<file path="src/rtl/mix_columns_seq_pkg.sv">
// Shared types, FSM encoding and GF(2^8) helpers for the sequential MixColumns block.
// INV_MIX_COLUMNS_EN (see mix_columns_seq.sv) adds the inverse transform.
package mix_columns_seq_pkg;

    typedef enum logic [1:0] {
        IDLE = 2'd0,
        BUSY = 2'd1,
        DONE = 2'd2
    } fsm_state_e;

    localparam logic [7:0] GF_REDUCE = 8'h1B;

    typedef logic [7:0]   byte_t;
    typedef logic [31:0]  column_t;
    typedef logic [127:0] aes_state_t;

    function automatic byte_t xtime(input byte_t b);
        return {b[6:0], 1'b0} ^ (b[7] ? GF_REDUCE : 8'h00);
    endfunction

    // Column c lives in bits [127-32c -: 32]; byte 0 is the MSB.
    function automatic column_t get_column(input aes_state_t s, input logic [1:0] idx);
        case (idx)
            2'd0:    return s[127:96];
            2'd1:    return s[95:64];
            2'd2:    return s[63:32];
            default: return s[31:0];
        endcase
    endfunction

    function automatic aes_state_t set_column(input aes_state_t s, input logic [1:0] idx,
                                              input column_t c);
        aes_state_t r;
        r = s;
        case (idx)
            2'd0:    r[127:96] = c;
            2'd1:    r[95:64]  = c;
            2'd2:    r[63:32]  = c;
            default: r[31:0]   = c;
        endcase
        return r;
    endfunction

endpackage

</file>
<file path="src/rtl/mix_columns_seq_mix_column.sv">
// Combinational MixColumns on one 32-bit column (row 0 in the MSB byte).
// With INV_MIX_COLUMNS_EN, i_inv selects the inverse coefficients 0e/0b/0d/09.
module mix_column
    import mix_columns_seq_pkg::*;
(
`ifdef INV_MIX_COLUMNS_EN
    input  logic    i_inv,
`endif
    input  column_t i_col,
    output column_t o_col
);

    function automatic byte_t fwd_row(input byte_t a, input byte_t b, input byte_t c, input byte_t d);
        return xtime(a) ^ xtime(b) ^ b ^ c ^ d;
    endfunction

`ifdef INV_MIX_COLUMNS_EN
    function automatic byte_t inv_row(input byte_t a, input byte_t b, input byte_t c, input byte_t d);
        byte_t a2, a4, a8, b2, b8, c4, c8, d8;
        a2 = xtime(a);
        a4 = xtime(a2);
        a8 = xtime(a4);
        b2 = xtime(b);
        b8 = xtime(xtime(b2));
        c4 = xtime(xtime(c));
        c8 = xtime(c4);
        d8 = xtime(xtime(xtime(d)));
        return (a8 ^ a4 ^ a2) ^ (b8 ^ b2 ^ b) ^ (c8 ^ c4 ^ c) ^ (d8 ^ d);
    endfunction
`endif

    byte_t   w_s0, w_s1, w_s2, w_s3;
    column_t w_fwd;

    assign w_s0  = i_col[31:24];
    assign w_s1  = i_col[23:16];
    assign w_s2  = i_col[15:8];
    assign w_s3  = i_col[7:0];
    assign w_fwd = {fwd_row(w_s0, w_s1, w_s2, w_s3), fwd_row(w_s1, w_s2, w_s3, w_s0),
                    fwd_row(w_s2, w_s3, w_s0, w_s1), fwd_row(w_s3, w_s0, w_s1, w_s2)};

    // Direction select
    always_comb begin
        o_col = w_fwd;
`ifdef INV_MIX_COLUMNS_EN
        if (i_inv) begin
            o_col = {inv_row(w_s0, w_s1, w_s2, w_s3), inv_row(w_s1, w_s2, w_s3, w_s0),
                     inv_row(w_s2, w_s3, w_s0, w_s1), inv_row(w_s3, w_s0, w_s1, w_s2)};
        end else begin
            o_col = w_fwd;
        end
`endif
    end

endmodule

</file>
<file path="src/rtl/mix_columns_seq.sv">
// Sequential AES MixColumns: COLS_PER_CYCLE columns per BUSY cycle, valid/ready on both sides.
// Define INV_MIX_COLUMNS_EN to add the 'inv' port and the inverse transform.
module mix_columns_seq
    import mix_columns_seq_pkg::*;
#(
    parameter int COLS_PER_CYCLE = 1
) (
    input  logic         clk,
    input  logic         rst,
    input  logic         in_valid,
    output logic         in_ready,
    input  logic [127:0] in_data,
`ifdef INV_MIX_COLUMNS_EN
    input  logic         inv,
`endif
    output logic         out_valid,
    input  logic         out_ready,
    output logic [127:0] out_data
);

    // STEP wraps to 0 for four columns per cycle, which is col+4 mod 4.
    localparam logic [1:0] STEP     = 2'(COLS_PER_CYCLE);
    localparam logic [1:0] LAST_COL = 2'(4 - COLS_PER_CYCLE);

    fsm_state_e r_state, w_state_nxt;
    logic [1:0] r_col, w_col_nxt;
    aes_state_t r_data, w_data_nxt, w_mixed;
`ifdef INV_MIX_COLUMNS_EN
    logic       r_inv, w_inv_nxt;
`endif

    column_t w_col_in  [COLS_PER_CYCLE];
    column_t w_col_out [COLS_PER_CYCLE];

    for (genvar g = 0; g < COLS_PER_CYCLE; g++) begin : g_mix
        localparam logic [1:0] OFFSET = 2'(g);
        assign w_col_in[g] = get_column(r_data, r_col + OFFSET);
        mix_column u_mix_column (
`ifdef INV_MIX_COLUMNS_EN
            .i_inv (r_inv),
`endif
            .i_col (w_col_in[g]),
            .o_col (w_col_out[g])
        );
    end

    // Write the transformed column group back into a copy of the working state
    always_comb begin
        w_mixed = r_data;
        for (int g = 0; g < COLS_PER_CYCLE; g++) begin
            w_mixed = set_column(w_mixed, r_col + 2'(g), w_col_out[g]);
        end
    end

    // Next-state logic
    always_comb begin
        w_state_nxt = r_state;
        w_col_nxt   = r_col;
        w_data_nxt  = r_data;
`ifdef INV_MIX_COLUMNS_EN
        w_inv_nxt   = r_inv;
`endif
        case (r_state)
            IDLE: begin
                if (in_valid) begin
                    w_state_nxt = BUSY;
                    w_col_nxt   = 2'd0;
                    w_data_nxt  = in_data;
`ifdef INV_MIX_COLUMNS_EN
                    w_inv_nxt   = inv;
`endif
                end else begin
                    w_state_nxt = IDLE;
                end
            end
            BUSY: begin
                w_data_nxt = w_mixed;
                w_col_nxt  = r_col + STEP;
                if (r_col == LAST_COL) begin
                    w_state_nxt = DONE;
                end else begin
                    w_state_nxt = BUSY;
                end
            end
            DONE: begin
                if (out_ready) begin
                    w_state_nxt = IDLE;
                end else begin
                    w_state_nxt = DONE;
                end
            end
            default: w_state_nxt = IDLE;
        endcase
    end

    // State, column counter and working register
    always_ff @(posedge clk or posedge rst) begin
        if (rst) begin
            r_state <= IDLE;
            r_col   <= 2'd0;
            r_data  <= 128'd0;
`ifdef INV_MIX_COLUMNS_EN
            r_inv   <= 1'b0;
`endif
        end else begin
            r_state <= w_state_nxt;
            r_col   <= w_col_nxt;
            r_data  <= w_data_nxt;
`ifdef INV_MIX_COLUMNS_EN
            r_inv   <= w_inv_nxt;
`endif
        end
    end

    assign in_ready  = (r_state == IDLE);
    assign out_valid = (r_state == DONE);
    assign out_data  = r_data;

endmodule

</file>
<file path="config.mk">
export PLATFORM = sky130hd
export DESIGN_NAME = mix_columns_seq
export DESIGN_NICKNAME = d
export VERILOG_FILES = /design/src/rtl/mix_columns_seq_pkg.sv /design/src/rtl/mix_columns_seq_mix_column.sv /design/src/rtl/mix_columns_seq.sv
export SDC_FILE = /design/constraint.sdc
export NUM_CORES = 1
export LEC_CHECK = 0
export BUFFER_PORTS_ARGS = -buffer_cell sky130_fd_sc_hd__buf_2
export CORE_ASPECT_RATIO = 0.75
export CORE_UTILIZATION = 45
export CTS_CLUSTER_SIZE = 24
export DETAILED_ROUTE_END_ITERATION = 10
export GPL_TIMING_DRIVEN = 0
export PLACE_DENSITY = 0.75
export RECOVER_POWER = 50
export SKIP_LAST_GASP = 1
export SLEW_MARGIN = 20
export SYNTH_ARGS = -nofsm -noshare
export SYNTH_HDL_FRONTEND = slang
export SYNTH_SLANG_ARGS = --single-unit
</file>
<file path="constraint.sdc">
create_clock -name clk -period 3.9 [get_ports clk]
set_input_delay 0.195 -clock clk [delete_from_list [all_inputs] [get_ports clk]]
set_output_delay 0.195 -clock clk [all_outputs]
set_load 0.02 [all_outputs]
</file>
==> results.md, run 1 <==
* Status: finished with violations
* Failing checks: max-capacitance violations
* Worst slack at placement at 43.7 ps
* Remaining Overflow, GRT at 0
* Seq/Total Area, Yosys at 40.3%
* FF+latch count, synth at 132
* Slew headroom at 0.844%
* Post-DRT Antenna Nets at 0
* DP HPWL at 26.4 mm
* Final period utilization at 98.9%
* Row Count at 42
* Clk sinks at 132
* Dominant cell type by area after synthesis: dfrtp_1
* Syn Area/Cell at 9.56 um^2
* Core region area at 17,700 um^2
* Cell area after synthesis at 8190 um^2
* Post-synth cell types at 31
* Post-synth EDFFs at 0
* Max clock buf depth at 2
* Top_reg_cell synth: dfrtp_1
* Root buffer cell: clkbuf_16
* Die height at 119 um
* Die area at 18,700 um^2
* Worst Tran Pin Value at 1480 ps
* Endpoint class of the critical path: flip-flop
* Routability cong. at 0.943
* RSZ-0062 raised after global routing: false
* Synth top area cells: dfrtp_1 (40%), xnor2_1 (12%), a221o_1 (9.4%), xor2_1 (6.2%), and3_1 (5.9%)
* Residual DRC at 0
* Share of cells above drive strength 1 at 22.2%
* Syn_nets at 992
* # setup viols final at 0
* Worst Clk Skew at 10.6 ps
* P&R area growth vs syn at 27.2%
* Starting Density at 46.2%
* Yosys top cell area share at 40.3%
* Worst-Skew Late Latency at 440 ps
* Minimum clock period at 3860 ps
* Vias in the first global route at 8,309
* Final net count at 1,289
* Synthesis Warnings at 0
* Max Cap Viol at 1
* Hold path cells at 3
* Via count at 8,966
* # IOs at 262
* Synth Instances at 856
* Final-report max-slew violation count at 0
* Setup crit start kind: flip-flop
* Initial antenna violation count at 1
* R2R cell count at 11
* Initial DRC count at 1,607
* Drt first pass iters at 8
* H-Tree Depth at 4
* Per-cell routed wire length at 25.1 um
* WP data arrival at 4140 ps
* First-pass GRT wire length at 51.7 mm
* Setup ws final at 43.1 ps
* Chip Width at 158 um
* Top cells by count, synth: dfrtp_1 (132), xnor2_1 (115), a221o_1 (77), and3_1 (77), clkbuf_1 (70)
* Final hold violation count at 0
* Vias per cell at 6.36
* Ys async rst share at 100%
* FMAX at 259 MHz
* Critical path class: flip-flop to flip-flop
* Final TNS setup at 0 ps
* Hold Crit Class: input pin to flip-flop
* Port buffer count at 261
* CTS buffer count at 17
* Crit-path max FO at 10
* CTS clk-pin slew, worst paths at 60 ps
* Wirelength, routed at 35.4 mm
* CTS tree: built
* Required time of the worst setup path at 4180 ps
* Count leader, synth: dfrtp_1
* Pin count of the biggest net entering global routing at 100
* Total Routing Usage GR at 38.1%
-- layout make-up --
type | count | area, um^2
antenna | 1 | 2.50
sequential | 132 | 3300
multi-input combinational | 640 | 4550
clock inverter | 14 | 129
inverter | 6 | 23.8
clock buffer | 18 | 429
fill | 1620 | 7290
tap | 242 | 303
buffer | 78 | 319
timing repair buffer | 278 | 1360
-- cell families (layout without fill, tap and decap cells) --
logic type,Yosys count,in the layout,synth area share [%]
DFF,132,132,40.3
muxes,5,5,0.611
other,0,1,0
adders and majority gates,4,4,0.611
and+or+nand+nor,192,192,11.4
xor gates and xnor gates,173,173,18.5
AOI/OAI and AO/OA,266,266,24.4
buffers and inverters,84,394,4.17
-- flip-flops by register name (all words and copies together) (netlist names) --
signal    cells
r_state       2
r_col         2
out_data    128
-- layer usage --
layer	share of wire [%]	wire [um]	vias up	track usage, %
li1	-	-	3787	-
met1	40	14200	4325	55.3
met2	41	14600	760	52.6
met3	16	5600	94	13.0
met4	3.0	1060	0	11.9
met5	0	0	-	0
-- cells in the final DEF, fill, tap and decap left out, types with 2 or more instances in the layout --
master,synthesis,final
and3_1,77,77
inv_6,0,4
clkinv_2,0,3
buf_4,0,13
clkbuf_16,0,17
clkbuf_1,70,135
nor2_1,69,69
nand2b_1,3,3
nand2_1,38,38
mux2i_1,5,5
dlygate4sd3_1,0,2
o21ai_2,6,6
dfrtp_1,132,132
o22ai_1,47,47
buf_6,3,3
clkinv_4,0,3
ha_1,4,4
a222oi_1,32,32
or3_1,3,3
clkinvlp_4,0,3
o21ai_0,22,22
a21oi_1,68,68
o21ai_1,5,5
inv_1,5,4
buf_2,3,201
xnor2_1,115,114
a21o_1,4,4
buf_1,2,2
xor2_1,58,58
a221o_1,77,77
-- metrics by stage --
step                      util (%)  instance area (um^2)  cells  hold slack (ps)
after floorplan                  -                  8190    856              303
after global placement        55.3                  9800   1359              397
after detailed placement      55.5                  9840   1361              176
after CTS                     58.8                 10400   1396             13.2
after global routing          58.8                 10400   1409             37.9
final                         58.8                 10400   1409             24.9
-- what timing repair did --
item,in CTS,in global routing
pin swaps,1,7
resized for setup,0,1
hold buffers,2,0
setup buffers,1,12
endpoints found under the hold margin,34,0
setup endpoints to repair,4,34
-- critical path, cell delays in order, from the launching register on --
cell	delay, ps
dfrtp_1	420
inv_1	120
ha_1	150
clkbuf_1	220
clkbuf_1	640
a222oi_1	150
buf_4	210
xor2_1	200
o21ai_1	610
xnor2_1	180
xnor2_1	590
o22ai_1	200
-- worst paths after layout --
check | start | to | slack (ps)
worst max-delay path | r_col[0]$_DFFE_PP0P_ | out_data[97]$_DFFE_PP0P_ | 40
worst min-delay path | in_data[25] | out_data[25]$_DFFE_PP0P_ | 20
worst max register to register | r_col[0]$_DFFE_PP0P_ | out_data[97]$_DFFE_PP0P_ | 40
worst min register to register | out_data[93]$_DFFE_PP0P_ | out_data[93]$_DFFE_PP0P_ | 550
max in group asynchronous | rst | out_data[58]$_DFFE_PP0P_ | 1160
min in group asynchronous | rst | out_data[1]$_DFFE_PP0P_ | 640
Power of run 1 is left out: the tool's default activity adds up to more than one toggle a clock period on the data nets, which glitch-free logic cannot reach.
==> inputs of run 2 (changes only) <==
Settings changed: PLACE_DENSITY 0.75 to 0.72.
Clock period 3.9 ns to 3.8 ns, I/O delays scaled along.
==> run 2 against run 1 <==
The flow finishes with violations (design-rule violations, max-capacitance violations, max-slew violations). Global-route usage hardly changed. Maximum frequency grew 1.9%. First-iteration DRC count down 18%. Critical path depth decreased by 1. Die area unchanged. Non-clock buffer count rose by 11. Register-to-register slack worse by 30 ps.
==> results.md, run 2 (synthesized netlist as in run 1, its figures left out) <==
* Status: finished with violations
* Failing checks: design-rule violations, max-capacitance violations, max-slew violations
* H-Tree Depth at 4
* Die area at 18,700 um^2
* R2R cell count at 10
* Wirelength, routed at 35.5 mm
* Slew headroom at -65.6%
* RR Endpoint: out_data[82]$_DFFE_PP0P_
* Minimum clock period at 3780 ps
* Worst-Skew Late Latency at 440 ps
* Hold Crit Class: input pin to flip-flop
* RSZ-0062 raised after global routing: true
* Final net count at 1,300
* Largest register FFs at 128
* Design area at 10,500 um^2
* Clk sinks at 132
* Vias in the first global route at 8,223
* ANT cells at 0
* Initial antenna violation count at 0
* Final period utilization at 99.6%
* Routability cong. at 0.935
* FF-to-FF setup slack at 20 ps
* DP HPWL at 26.6 mm
* Row Count at 42
* Endpoint class of the critical path: flip-flop
* Commonest non-fill, non-tap cell in the layout: buf_2
* Most frequent cells in the layout: buf_2 (205), dfrtp_1 (132), clkbuf_1 (131), xnor2_1 (113)
* P&R area growth vs syn at 28.5%
* Vias per cell at 6.28
* Critical path class: flip-flop to flip-flop
* Root buffer cell: clkbuf_16
* Crit path to: out_data[82]$_DFFE_PP0P_
* Die height at 119 um
* CTS tree: built
* WP data arrival at 4160 ps
* # setup viols final at 0
* Max clock buf depth at 2
* CTS buffer count at 17
* First-pass GRT wire length at 51.5 mm
* FMAX at 264 MHz
* Share of cells above drive strength 1 at 23.4%
* Drt first pass iters at 11
* # IOs at 262
* Remaining Overflow, GRT at 0
* Worst Clk Skew at 9.05 ps
* CP top delay family: compound AO/OA/AOI/OAI gates
* Setup crit start kind: flip-flop
* Worst hold slack at 14.7 ps
* Via count at 8,910
* Per-cell routed wire length at 25.1 um
* Max layer used: met4
* Slowest stage delay, CP at 990 ps
* Placed Instance Area at 9840 um^2
* WL met2 at 14.6 mm
* Residual DRC at 2
* Total Routing Usage GR at 38.1%
* Max Cap Viol at 1
* CTS clk-pin slew, worst paths at 60 ps
* Chip Width at 158 um
* Crit-path max FO at 10
* Met3 wire length at 5.32 mm
* Slowest-stage cell, CP: a222oi_1
* Post-DRT Antenna Nets at 0
* Worst r2r src: r_col[0]$_DFFE_PP0P_
* Final-report max-slew violation count at 56
* CP Cell Sequence: inv_1 -> ha_1 -> clkbuf_1 -> clkbuf_1 -> a222oi_1 -> xor2_1 -> nor2_1 -> nor2_1 -> xor2_1 -> a221o_1
* Final hold violation count at 0
* Core region area at 17,700 um^2
* Starting Density at 46.2%
* WL met1 at 14.8 mm
* Worst Tran Pin Value at 2470 ps
* Critical path origin: r_col[0]$_DFFE_PP0P_
* Final TNS setup at 0 ps
* Required time of the worst setup path at 4170 ps
* Initial DRC count at 1,315
* Stages on the worst setup path at 10
* Port buffer count at 261
* Buffers plus inverters on the worst setup path at 3
* Pin count of the biggest net entering global routing at 79
run 2: layout make-up:
class / instances / area, um^2
multi-input combinational: 640 / 4560
buffer: 78 / 319
timing repair buffer: 289 / 1440
sequential: 132 / 3300
fill: 1622 / 7190
tap: 242 / 303
inverter: 6 / 23.8
clock inverter: 13 / 124
clock buffer: 19 / 443
run 2: what timing repair did:
| item | 4_1_cts | 5_1_grt |
|---|---|---|
| setup endpoints to repair | 3 | 66 |
| hold endpoints to repair | 55 | 0 |
| resized for setup | 0 | 2 |
| buffers inserted | 2 | 21 |
| hold buffers | 2 | 0 |
| pin swaps | 1 | 10 |
run 2: how the worst min path moves through the flow:
stage	end	cells after the start	startpoint	slack [ps]
finish	out_data[25]$_DFFE_PP0P_	3	in_data[25]	10
global route	out_data[25]$_DFFE_PP0P_	3	in_data[25]	20
CTS	out_data[25]$_DFFE_PP0P_	3	in_data[25]	10
detailed placement	out_data[12]$_DFFE_PP0P_	2	rst	230
global placement	r_state[1]$_DFF_PP0_	2	out_ready	390
floorplan	r_state[1]$_DFF_PP0_	1	out_ready	300
run 2: per-stage QoR:
stage	worst slack, ps	cells	util (%)
after floorplan	84.0	856	-
after global placement	-1460	1359	55.3
after detailed placement	-16.8	1361	55.5
after CTS	1.71	1397	58.9
after global routing	-32.4	1419	59.4
final	16.6	1419	59.4
run 2: worst register-to-register path, cell delays in order, from the launching register on:
cell and delay, ps:
dfrtp_1 420, inv_1 90, ha_1 200, clkbuf_1 200, clkbuf_1 360, a222oi_1 990
xor2_1 270, nor2_1 60, nor2_1 220, xor2_1 660, a221o_1 260
run 2: layer usage:
layer	track usage [%]	up-vias
met5	0	-
met4	11.1	0
met3	12.8	81
met2	52.5	756
met1	55.9	4266
li1	-	3807
Power of run 2 is left out for the same reason.
==> inputs of run 3 (changes only) <==
Settings changed: PLACE_DENSITY 0.72 to 0.81.
==> run 3 against run 2 <==
The flow finishes with violations (max-capacitance violations, max-slew violations). Count of clock-buffer cells in the layout unchanged. Setup slack better by 80 ps. Flip-flop and latch count unchanged. Hold slack better by 1.9 ps. Wire length down 1.0%. Non-clock buffer count down 1. Via count up 1.4%. Final cell count about the same. Global-route usage down 0.29 points. Largest cell class unchanged.
==> results.md, run 3 (synthesized netlist as in run 1, its figures left out) <==
* Most frequent cells in the layout: buf_2 (203), dfrtp_1 (132), clkbuf_1 (131), xnor2_1 (113)
* CTS clk-pin slew, worst paths at 60 ps
* CTS buffer count at 17
* H-Tree Depth at 4
* Port buffer count at 261
* WP data arrival at 4040 ps
* Commonest non-fill, non-tap cell in the layout: buf_2
* Design area at 10,500 um^2
* # IOs at 262
* Crit-path max FO at 10
* CTS tree: built
* Post-DRT Antenna Nets at 0
* RSZ-0062 raised after global routing: true
* First-pass GRT wire length at 51.5 mm
* Wirelength, routed at 35.2 mm
* Clk sinks at 132
* Via count at 9,039
* Row Count at 42
* Die area at 18,700 um^2
* Initial antenna violation count at 0
* Required time of the worst setup path at 4140 ps
* Final net count at 1,299
* Worst-Skew Late Latency at 440 ps
* FMAX at 270 MHz
* Storage cell area at 3300 um^2
* P&R area growth vs syn at 28.7%
* Largest register FFs at 128
* Final-report max-slew violation count at 42
* Total Routing Usage GR at 37.8%
* Fill cells at 1,597
* ANT cells at 0
* Final period utilization at 97.5%
* Critical path class: flip-flop to flip-flop
* Endpoint class of the critical path: flip-flop
* Share of cells above drive strength 1 at 23.3%
* Status: finished with violations
* Per-cell routed wire length at 24.8 um
* Worst Clk Skew at 13.2 ps
* Setup crit start kind: flip-flop
* Vias per cell at 6.37
* Area of the multi-input gates at 4560 um^2
* Placed Instance Area at 9840 um^2
* Core region area at 17,700 um^2
* Final hold violation count at 0
* Drt first pass iters at 7
* Residual DRC at 0
* Starting Density at 46.2%
* Minimum clock period at 3700 ps
* Root buffer cell: clkbuf_16
* Initial DRC count at 1,401
* Pin count of the biggest net entering global routing at 93
* Max Cap Viol at 1
* DP HPWL at 26.4 mm
* Max clock buf depth at 2
* # setup viols final at 0
* Worst Tran Pin Value at 1800 ps
* Hold Crit Class: input pin to flip-flop
* Failing checks: max-capacitance violations, max-slew violations
* Slew headroom at -20.7%
* Chip Width at 158 um
* Die height at 119 um
* Vias in the first global route at 8,335
* Routability cong. at 0.991
* Remaining Overflow, GRT at 0
-- run 3: critical path, cell delays in order (launching register included) --
cell      delay [ps]
dfrtp_1          430
inv_1            100
ha_1             150
clkbuf_1         290
clkbuf_1         540
nand2_1          140
a21oi_1          560
clkbuf_1         510
nand2_1          250
clkbuf_1         350
o22ai_1          280
-- run 3: final timing paths --
kind | start | end | slack [ps] | cells after the start
setup reg to reg | r_col[0]$_DFFE_PP0P_ | out_data[99]$_DFFE_PP0P_ | 100 | 10
setup / recovery | r_col[0]$_DFFE_PP0P_ | out_data[99]$_DFFE_PP0P_ | 100 | 10
hold reg to reg | out_data[127]$_DFFE_PP0P_ | out_data[127]$_DFFE_PP0P_ | 550 | 1
max in group asynchronous | rst | out_data[62]$_DFFE_PP0P_ | 970 | 4
min in group asynchronous | rst | out_data[17]$_DFFE_PP0P_ | 750 | 3
hold / removal | in_data[52] | out_data[52]$_DFFE_PP0P_ | 20 | 3
-- run 3: metal layers --
layer / vias up / part of all wire [%] / GRT usage, %
met3: 115 / 17 / 14.4
li1: 3807 / - / -
met4: 0 / 3.5 / 13.0
met5: - / 0 / 0
met1: 4311 / 40 / 54.0
met2: 806 / 40 / 51.7
-- run 3: timing repair --
item	4_1_cts	5_1_grt
endpoints found under the hold margin	41	0
resized for setup	0	6
hold buffers	2	0
endpoints found under the setup margin	4	60
pin swaps	1	11
setup buffers	1	21
-- run 3: final cells by class --
| cell class | count | share of cell area (%) |
|---|---|---|
| Buffer | 78 | 3.05 |
| Clock buffer | 19 | 4.30 |
| Clock inverter | 13 | 1.40 |
| Inverter | 6 | 0.226 |
| Multi-Input combinational cell | 640 | 43.2 |
| Sequential cell | 132 | 31.3 |
| Tap cell | 242 | 2.87 |
| Timing Repair Buffer | 288 | 13.6 |
-- run 3: metrics by stage --
stage	instances	setup TNS, ps	utilization [%]	hold WS, ps	setup slack (ps)
final	1418	0	59.5	16.6	96.5
after global routing	1418	-82.4	59.5	34.7	-73.9
after CTS	1396	0	59.1	14.0	54.9
after detailed placement	1361	-257	55.5	193	-87.0
after global placement	1359	-178070	55.3	395	-1360
after floorplan	856	0	-	298	84.0
Power of run 3 is left out for the same reason.
